$ cat config.mk
export PLATFORM = sky130hd
export DESIGN_NAME = tdm_slot_demux
export DESIGN_NICKNAME = d
export VERILOG_FILES = /design/src/rtl/tdm_slot_demux.sv
export SDC_FILE = /design/constraint.sdc
export NUM_CORES = 1
export LEC_CHECK = 0
export ABC_AREA = 1
export BUFFER_PORTS_ARGS = -buffer_cell sky130_fd_sc_hd__buf_2
export CAP_MARGIN = 0
export CORE_MARGIN = 8
export CORE_UTILIZATION = 41
export CTS_CLUSTER_SIZE = 10
export DETAILED_ROUTE_END_ITERATION = 8
export GPL_TIMING_DRIVEN = 0
export HOLD_SLACK_MARGIN = 0.12
export PLACE_DENSITY = 0.63
export SYNTH_ARGS = -nofsm -noshare
export SYNTH_HDL_FRONTEND = slang
export SYNTH_SLANG_ARGS = --single-unit
$ cat constraint.sdc
create_clock -name clk -period 2.85 [get_ports clk]
set_input_delay 0.7125 -clock clk [delete_from_list [all_inputs] [get_ports clk]]
set_output_delay 0.7125 -clock clk [all_outputs]
set_load 0.01 [all_outputs]
$ cat src/rtl/tdm_slot_demux.sv
// tdm_slot_demux
// Receive side of a time-shared single-bit link. One serial bit is sampled
// per posedge and the slots are de-interleaved into NUM_CH parallel bits.
// Slot 0 maps to ch_data[0]. A frame-sync input marks slot 0. Flywheel lock
// tracking tolerates up to MISS_LIMIT-1 consecutive missing slot-0 syncs.
//
// Ports:
//   clk          clock, all logic on posedge
//   rst          synchronous reset, active-high
//   din          serial data, one slot per cycle
//   sync_in      high during the slot-0 cycle of each frame
//   ch_data      last complete frame, bit k = slot k (registered)
//   frame_valid  one-cycle pulse when ch_data updates
//   locked       high while in the LOCKED state
//   sync_err     one-cycle pulse on a misaligned sync
//   err_count    misaligned-sync count, saturates at 15
//   frame_count  delivered-frame count, wraps 15 -> 0
//   state_dbg    current FSM state (0 = HUNT, 1 = LOCKED)
//
// Handshake: there is no backpressure. frame_valid is a one-cycle strobe;
// ch_data is stable from that cycle until the next strobe or reset.
module tdm_slot_demux #(
  parameter int NUM_CH     = 2,
  parameter int MISS_LIMIT = 3
) (
  input  logic              clk,
  input  logic              rst,
  input  logic              din,
  input  logic              sync_in,
  output logic [NUM_CH-1:0] ch_data,
  output logic              frame_valid,
  output logic              locked,
  output logic              sync_err,
  output logic [3:0]        err_count,
  output logic [3:0]        frame_count,
  output logic              state_dbg
);

  localparam int SW = $clog2(NUM_CH);
  localparam logic [SW-1:0] SLOT_ZERO = '0;
  localparam logic [SW-1:0] SLOT_ONE  = SW'(1);
  localparam logic [SW-1:0] SLOT_LAST = SW'(NUM_CH - 1);

  typedef enum logic {
    HUNT   = 1'b0,
    LOCKED = 1'b1
  } state_t;

  state_t              state_q, state_d;
  logic [SW-1:0]       slot_q, slot_d;
  logic [NUM_CH-2:0]   shadow_q, shadow_d;
  logic [3:0]          miss_q, miss_d;
  logic [NUM_CH-1:0]   ch_q, ch_d;
  logic                fv_q, fv_d;
  logic                se_q, se_d;
  logic [3:0]          errc_q, errc_d;
  logic [3:0]          frc_q, frc_d;
  logic                miss_last;

  // This missed sync is the one that exhausts the flywheel budget.
  assign miss_last = (({1'b0, miss_q} + 5'd1) == 5'(MISS_LIMIT));

  // State register
  always_ff @(posedge clk) begin
    if (rst) begin
      state_q  <= HUNT;
      slot_q   <= '0;
      shadow_q <= '0;
      miss_q   <= '0;
      ch_q     <= '0;
      fv_q     <= 1'b0;
      se_q     <= 1'b0;
      errc_q   <= '0;
      frc_q    <= '0;
    end else begin
      state_q  <= state_d;
      slot_q   <= slot_d;
      shadow_q <= shadow_d;
      miss_q   <= miss_d;
      ch_q     <= ch_d;
      fv_q     <= fv_d;
      se_q     <= se_d;
      errc_q   <= errc_d;
      frc_q    <= frc_d;
    end
  end

  // Next-state logic
  always_comb begin
    state_d  = state_q;
    slot_d   = slot_q;
    shadow_d = shadow_q;
    miss_d   = miss_q;
    ch_d     = ch_q;
    fv_d     = 1'b0;
    se_d     = 1'b0;
    errc_d   = errc_q;
    frc_d    = frc_q;
    case (state_q)
      HUNT: begin
        if (sync_in) begin
          shadow_d[0] = din;
          slot_d      = SLOT_ONE;
          miss_d      = '0;
          state_d     = LOCKED;
        end else begin
          slot_d = SLOT_ZERO;
        end
      end
      LOCKED: begin
        if (sync_in && (slot_q != SLOT_ZERO)) begin
          // Misaligned sync: realign on this cycle, drop the partial frame.
          shadow_d[0] = din;
          slot_d      = SLOT_ONE;
          miss_d      = '0;
          se_d        = 1'b1;
          if (errc_q != 4'hF) errc_d = errc_q + 4'd1;
        end else if (slot_q == SLOT_ZERO) begin
          if (!sync_in && miss_last) begin
            state_d = HUNT;
            miss_d  = '0;
          end else begin
            // Flywheel: a missing sync still takes the sample as slot 0.
            miss_d      = sync_in ? 4'd0 : (miss_q + 4'd1);
            shadow_d[0] = din;
            slot_d      = SLOT_ONE;
          end
        end else if (slot_q == SLOT_LAST) begin
          ch_d   = {din, shadow_q};
          fv_d   = 1'b1;
          frc_d  = frc_q + 4'd1;
          slot_d = SLOT_ZERO;
        end else begin
          for (int k = 0; k < NUM_CH - 1; k++) begin
            if (slot_q == SW'(k)) shadow_d[k] = din;
          end
          slot_d = slot_q + SLOT_ONE;
        end
      end
      default: state_d = HUNT;
    endcase
  end

  // Outputs, all taken from registers
  always_comb begin
    ch_data     = ch_q;
    frame_valid = fv_q;
    sync_err    = se_q;
    err_count   = errc_q;
    frame_count = frc_q;
    locked      = (state_q == LOCKED);
    state_dbg   = state_q;
  end

endmodule

==> flow_summary_export.csv, run 1 <==
group,metric,value,unit
outcome,status,"complete, no violations",
placement,gp_congestion,0.743,
power_and_ir_drop,p_switching,111,uW
cts,cts-resized-gates,0,
power_and_ir_drop,clkPwrFrac,29.6,%
floorplanning,die_w,61.6,um
floorplanning,start_util,43.4,%
setup_path,crit_chain,"buf_4 > buf_2",
grt,grt_max_degree,11,
setup_path,required,2.14,ns
setup_path,critical_path.max_fanout,7,
timing,rsz0062_at_grt,"false",
cts,post-cts-setup-buffer-count,0,
grt,grt_pass1_wl,2820,um
finish,drive_gt1_share,17.5,%
floorplanning,boundaryPins,18,
synthesis,yosysSeqAreaShare,44.6,%
routing,vias,775,
cts,cts_root_buffer,"clkbuf_4",
cts,clkSlewWorstSetupHoldPaths,0.10,ns
timing,fin_crit,1.73,ns
power_and_ir_drop,peakVddDrop,231,uV
grt,grt_pass1_vias,682,
synthesis,synth_top_cell_by_area,"dfxtp_1",
floorplanning,dieArea,3790,um^2
setup_path,worst-path-buf-inv,2,
synthesis,synth_fp_nets,125,
grt,globalRouteTotalUtil,9.89,%
power_and_ir_drop,powerDensity,457,nW/um^2
finish,syn2layout_area_growth,16.4,%
setup_path,max_stage_delay,0.46,ns
routing,avgViaCountPerCell,4.73,
routing,dr.pass1.iters,4,
grt,grt-ovfl-total,0,
timing,timing.hold.ws,0.444,ns
power_and_ir_drop,p_comb_share,8.5,%
finish,fin_area,992,um^2
timing,worst_pin_slew,0.428,ns
flow_run,cap_viol_max_count,0,
timing,hold_viol,0,
power_and_ir_drop,totalPowerFinal,454,uW
setup_path,critical_path.endpoint_type,"output pin",
placement,postPlaceCellArea,966,um^2
cts,cts_tree,"yes",
routing,antenna_left,0,
setup_path,crit_slowest_cell,"dfxtp_1",
floorplanning,dieHeight,61.6,um
synthesis,synth_seq_cells,19,
timing,fmax,579,MHz
synthesis,syn_area,852,um^2
power_and_ir_drop,p_sw_share,24.4,%
timing,final.period_utilization,60.6,%
power_and_ir_drop,power_leakage,0.000449,uW
cts,cts.sinks,19,
synthesis,synth_cells,117,
timing,skew,0.00154,ns
placement,hpwlAfterDp,1280,um
synthesis,synth_top_area_share,44.6,%
placement,dp_cells,160,
cts,cts_max_path_buffers,2,
setup_path,worstSetupPathType,"reg -> out",
synthesis,synthTopCellsByArea,"dfxtp_1, inv_1, nand2_1",
power_and_ir_drop,pwr-share-seq,61.9,%
synthesis,yosysUniqueCellTypes,16,
floorplanning,fp-row-count,16,
timing,slew-limit-headroom,71.2,%
synthesis,yosys_warnings,0,
power_and_ir_drop,internal-power,343,uW
timing,setup_viol,0,
setup_path,arrival,1.02,ns
routing,drc,0,
synthesis,avgSynthCellArea,7.28,um^2
timing,fin_setup_tns,0,ns
finish,instances_no_fill,164,
routing,wl_per_cell,10.0,um
setup_path,startpoint_type,"flop",
cts,htreeDepth,1,
finish,antenna_cells,0,
hold_path,hold_path_class,"reg -> reg",
grt,antenna_found_initial,0,
placement,port_buffers,16,
finish,nets,146,
setup_path,r2r_setup_slack,1.58,ns
setup_path,path_delay_family,"flip-flops",
routing,wl,1650,um
cts,clk_latency,0.29,ns
routing,drt_iter0_drc,19,
cts,numCtsBuffers,3,
cts,postCtsHoldBufs,0,
floorplanning,core_area,1960,um^2
timing,slew_viol_final,0,
==> worst paths after layout <==
path | start | end | depth (start not counted)
hold reg to reg | frame_count[3]$_SDFFE_PP0P_ | frame_count[3]$_SDFFE_PP0P_ | 1
setup reg to reg | miss_q[1]$_SDFFE_PP0P_ | shadow_q$_SDFFE_PP0P_ | 9
hold / removal | frame_count[3]$_SDFFE_PP0P_ | frame_count[3]$_SDFFE_PP0P_ | 1
setup / recovery | locked$_SDFF_PP0_ | state_dbg | 2
==> final cells by class <==
class / instances / area [um^2]
flip-flops and latches: 19 / 380
repair buffers: 16 / 80.1
clock buffers: 4 / 26.3
multi-input cells: 76 / 379
fillers: 212 / 970
well taps: 27 / 33.8
plain buffers: 4 / 25.0
inverters: 18 / 67.6
==> power groups by stage <==
stage,registers [uW],logic [uW],clock network [uW]
detailed placement,287,39.6,0
finish,281,38.7,134
floorplan,288,24.2,0
global route,282,44.5,150
global placement,286,39.4,0
CTS,281,39.6,140
==> layer usage <==
layer	part of all wire [%]	wire length [um]	vias to the layer above	global-route usage [%]
li1	-	-	413	-
met1	46	766	333	12.5
met2	42	693	27	13.9
met3	10	171	2	4.18
met4	1.0	17	0	4.87
met5	0	0	-	0
==> flip-flops by register name (all words and copies together) (netlist names) <==
signal,cells
ch_data,2
err_count,4
frame_count,4
frame_valid,1
locked,1
miss_q,4
shadow_q,1
slot_q,1
sync_err,1
==> cell usage in the layout (no fill, tap or decap), types with 4 or more instances in the layout <==
cell type  synthesis  final
a21oi_1           10     10
ha_1               4      4
nand3_1            9      9
nor3_1             5      5
nor2_1            15     15
nand2_1           18     18
dfxtp_1           19     19
o21ai_0            9      9
inv_1             18     18
buf_2              2     18
==> cells by family (layout without fill, tap and decap cells) <==
| logic type | after synthesis | after routing | share of synthesized area, % |
|---|---|---|---|
| AOI/OAI and AO/OA | 20 | 20 | 11.7 |
| buffers and inverters | 22 | 42 | 10.9 |
| DFF | 19 | 19 | 44.6 |
| adders and majority gates | 4 | 4 | 5.87 |
| and+or+nand+nor | 51 | 51 | 25.8 |
| xor gates and xnor gates | 1 | 1 | 1.03 |
==> Yosys cell counts <==
cell      count
o21ai_0       9
nand4_1       2
nand3b_1      1
buf_4         2
nor2_1       15
buf_2         2
ha_1          4
a21oi_1      10
nor2_2        1
nand3_1       9
o21ai_1       1
xor2_1        1
nand2_1      18
dfxtp_1      19
inv_1        18
nor3_1        5
==> through the flow <==
stage | worst slack (ns) | utilization [%]
after detailed placement | 1.28 | 49.2
after floorplan | 1.53 | -
after global routing | 1.06 | 50.6
final | 1.12 | 50.6
after global placement | 1.23 | 49.2
after CTS | 1.12 | 50.6
Note: power is estimated with default switching activity, not from simulation.
==> inputs of run 2 (changes only) <==
PLACE_DENSITY = 0.65   (was 0.63)
clock period = 1.58 ns   (was 2.85 ns; I/O delays follow)
==> run 2 against run 1 <==
Against the previous run:
- sequential share of layout area about the same
- non-clock buffer count unchanged
- utilization increased by 0.064 points
- cell count unchanged
- combinational power increased by 84%
- critical path depth unchanged
- power increased by 81%
- largest power group unchanged
- critical path type unchanged
- clock skew increased by 0.0053 ns
- sequential power increased by 80%
- sequential cell count unchanged
- largest cell class unchanged
==> flow_summary_export.csv, run 2 (synthesis gave the netlist of run 1 again) <==
group,metric,value,unit
outcome,status,"complete, no violations",
grt,grt_pass1_wl,2830,um
power_and_ir_drop,powerDensity,828,nW/um^2
cts,postCtsHoldBufs,0,
setup_path,path_delay_family,"flip-flops",
timing,fin_crit,1.41,ns
timing,hold_viol,0,
finish,fill_cells,222,
power_and_ir_drop,peakVddDrop,352,uV
timing,rsz0062_at_grt,"false",
finish,mostFrequentLayoutCells,"dfxtp_1, inv_1, nand2_1, buf_2, nor2_1",
setup_path,worst-path-buf-inv,2,
power_and_ir_drop,power_leakage,0.000452,uW
setup_path,r2r_start,"miss_q[1]$_SDFFE_PP0P_",
setup_path,startpoint,"locked$_SDFF_PP0_",
routing,drt_iter0_drc,14,
timing,fmax,710,MHz
floorplanning,core_area,1960,um^2
hold_path,hold_path_class,"in -> reg",
cts,cts_max_path_buffers,2,
power_and_ir_drop,p_sw_share,25.2,%
cts,cts.sinks,19,
grt,grt-ovfl-total,0,
power_and_ir_drop,internal-power,615,uW
cts,cts_tree,"yes",
placement,hpwlAfterDp,1280,um
setup_path,crit_chain,"buf_4 > buf_2",
floorplanning,fp-row-count,16,
routing,dr.pass1.iters,4,
placement,gp_congestion,0.803,
grt,globalRouteTotalUtil,9.60,%
routing,antenna_left,0,
cts,numCtsBuffers,3,
floorplanning,die_w,61.6,um
finish,syn2layout_area_growth,16.6,%
setup_path,critical_path.endpoint_type,"output pin",
floorplanning,dieArea,3790,um^2
cts,clk_latency,0.29,ns
finish,drive_gt1_share,18.2,%
setup_path,startpoint_type,"flop",
grt,grt_max_degree,12,
finish,antenna_cells,0,
setup_path,crit_slowest_cell,"dfxtp_1",
timing,worst_pin_slew,0.428,ns
setup_path,required,1.18,ns
setup_path,critical_path.max_fanout,7,
placement,port_buffers,16,
timing,final.period_utilization,89.1,%
routing,drc,0,
hold_path,min_from,"din",
setup_path,worstSetupPathType,"reg -> out",
routing,wl,1670,um
routing,vias,755,
setup_path,max_stage_delay,0.46,ns
finish,nets,146,
timing,slew-limit-headroom,71.3,%
finish,final_common_cell,"dfxtp_1",
cts,cts_root_buffer,"clkbuf_4",
floorplanning,boundaryPins,18,
routing,avgViaCountPerCell,4.60,
timing,skew,0.00687,ns
power_and_ir_drop,clkPwrFrac,29.7,%
flow_run,cap_viol_max_count,0,
routing,wl_per_cell,10.2,um
floorplanning,dieHeight,61.6,um
setup_path,arrival,1.01,ns
power_and_ir_drop,p_switching,208,uW
timing,fin_setup_tns,0,ns
timing,slew_viol_final,0,
cts,htreeDepth,1,
cts,clkSlewWorstSetupHoldPaths,0.11,ns
grt,antenna_found_initial,0,
power_and_ir_drop,pwr-share-seq,61.6,%
power_and_ir_drop,totalPowerFinal,822,uW
grt,grt_pass1_vias,669,
timing,setup_viol,0,
placement,dp_cells,160,
cts,post-cts-setup-buffer-count,0,
floorplanning,start_util,43.4,%
finish,instances_no_fill,164,
cts,cts-resized-gates,0,
power_and_ir_drop,p_comb_share,8.7,%
run 2: cell count changes in the layout (fill, tap and decap cells not counted):
cell / before / now
clkinv_2: 0 / 1
clkbuf_1: 1 / 0
run 2: layout make-up:
| cell class | count | area (um^2) | share of cell area (%) |
|---|---|---|---|
| buffer | 4 | 25.0 | 2.52 |
| clock buffer | 3 | 22.5 | 2.27 |
| clock inverter | 1 | 5.00 | 0.504 |
| inverter | 18 | 67.6 | 6.80 |
| multi-input combinational | 76 | 379 | 38.2 |
| sequential | 19 | 380 | 38.3 |
| tap | 27 | 33.8 | 3.40 |
| timing repair buffer | 16 | 80.1 | 8.06 |
run 2: worst reg2reg max path, delay by kind of cell, from the launching register on:
family | cells | cell delay (ns)
simple gates | 8 | 0.54
fa+ha+maj | 1 | 0.20
flops | 1 | 0.42
buf+inv | 1 | 0.04
run 2: power by group through the flow:
stage	sequential, uW	combinational, uW	clock, uW
6_report	506	71.4	245
5_1_grt	510	81.1	270
4_1_cts	506	71.9	252
3_5_place_dp	517	71.4	0
3_3_place_gp	517	70.3	0
2_1_floorplan	519	43.6	0
run 2: path summary, 6_finish.rpt:
path / endpoint / slack [ns] / cells past startpoint
worst min-delay path: shadow_q$_SDFFE_PP0P_ / 0.33 / 3
worst min register to register: ch_data[0]$_SDFFE_PP0P_ / 0.45 / 2
worst max-delay path: state_dbg / 0.17 / 2
worst max register to register: shadow_q$_SDFFE_PP0P_ / 0.31 / 10
run 2: metal layers:
metal / vias to the layer above / global-route usage, % / wire, um
li1: 414 / - / -
met1: 327 / 11.7 / 759
met2: 12 / 16.0 / 798
met3: 2 / 2.51 / 101
met4: 0 / 2.92 / 15
met5: - / 0 / 0
run 2: stage by stage:
stage	worst slack (ns)	utilization (%)	hold slack, ns	instance area [um^2]
3_3_place_gp	0.313	49.2	0.427	966
3_5_place_dp	0.307	49.2	0.434	966
2_1_floorplan	0.370	-	0.467	852
6_report	0.172	50.6	0.331	993
5_1_grt	0.0798	50.6	0.354	993
4_1_cts	0.163	50.6	0.330	993
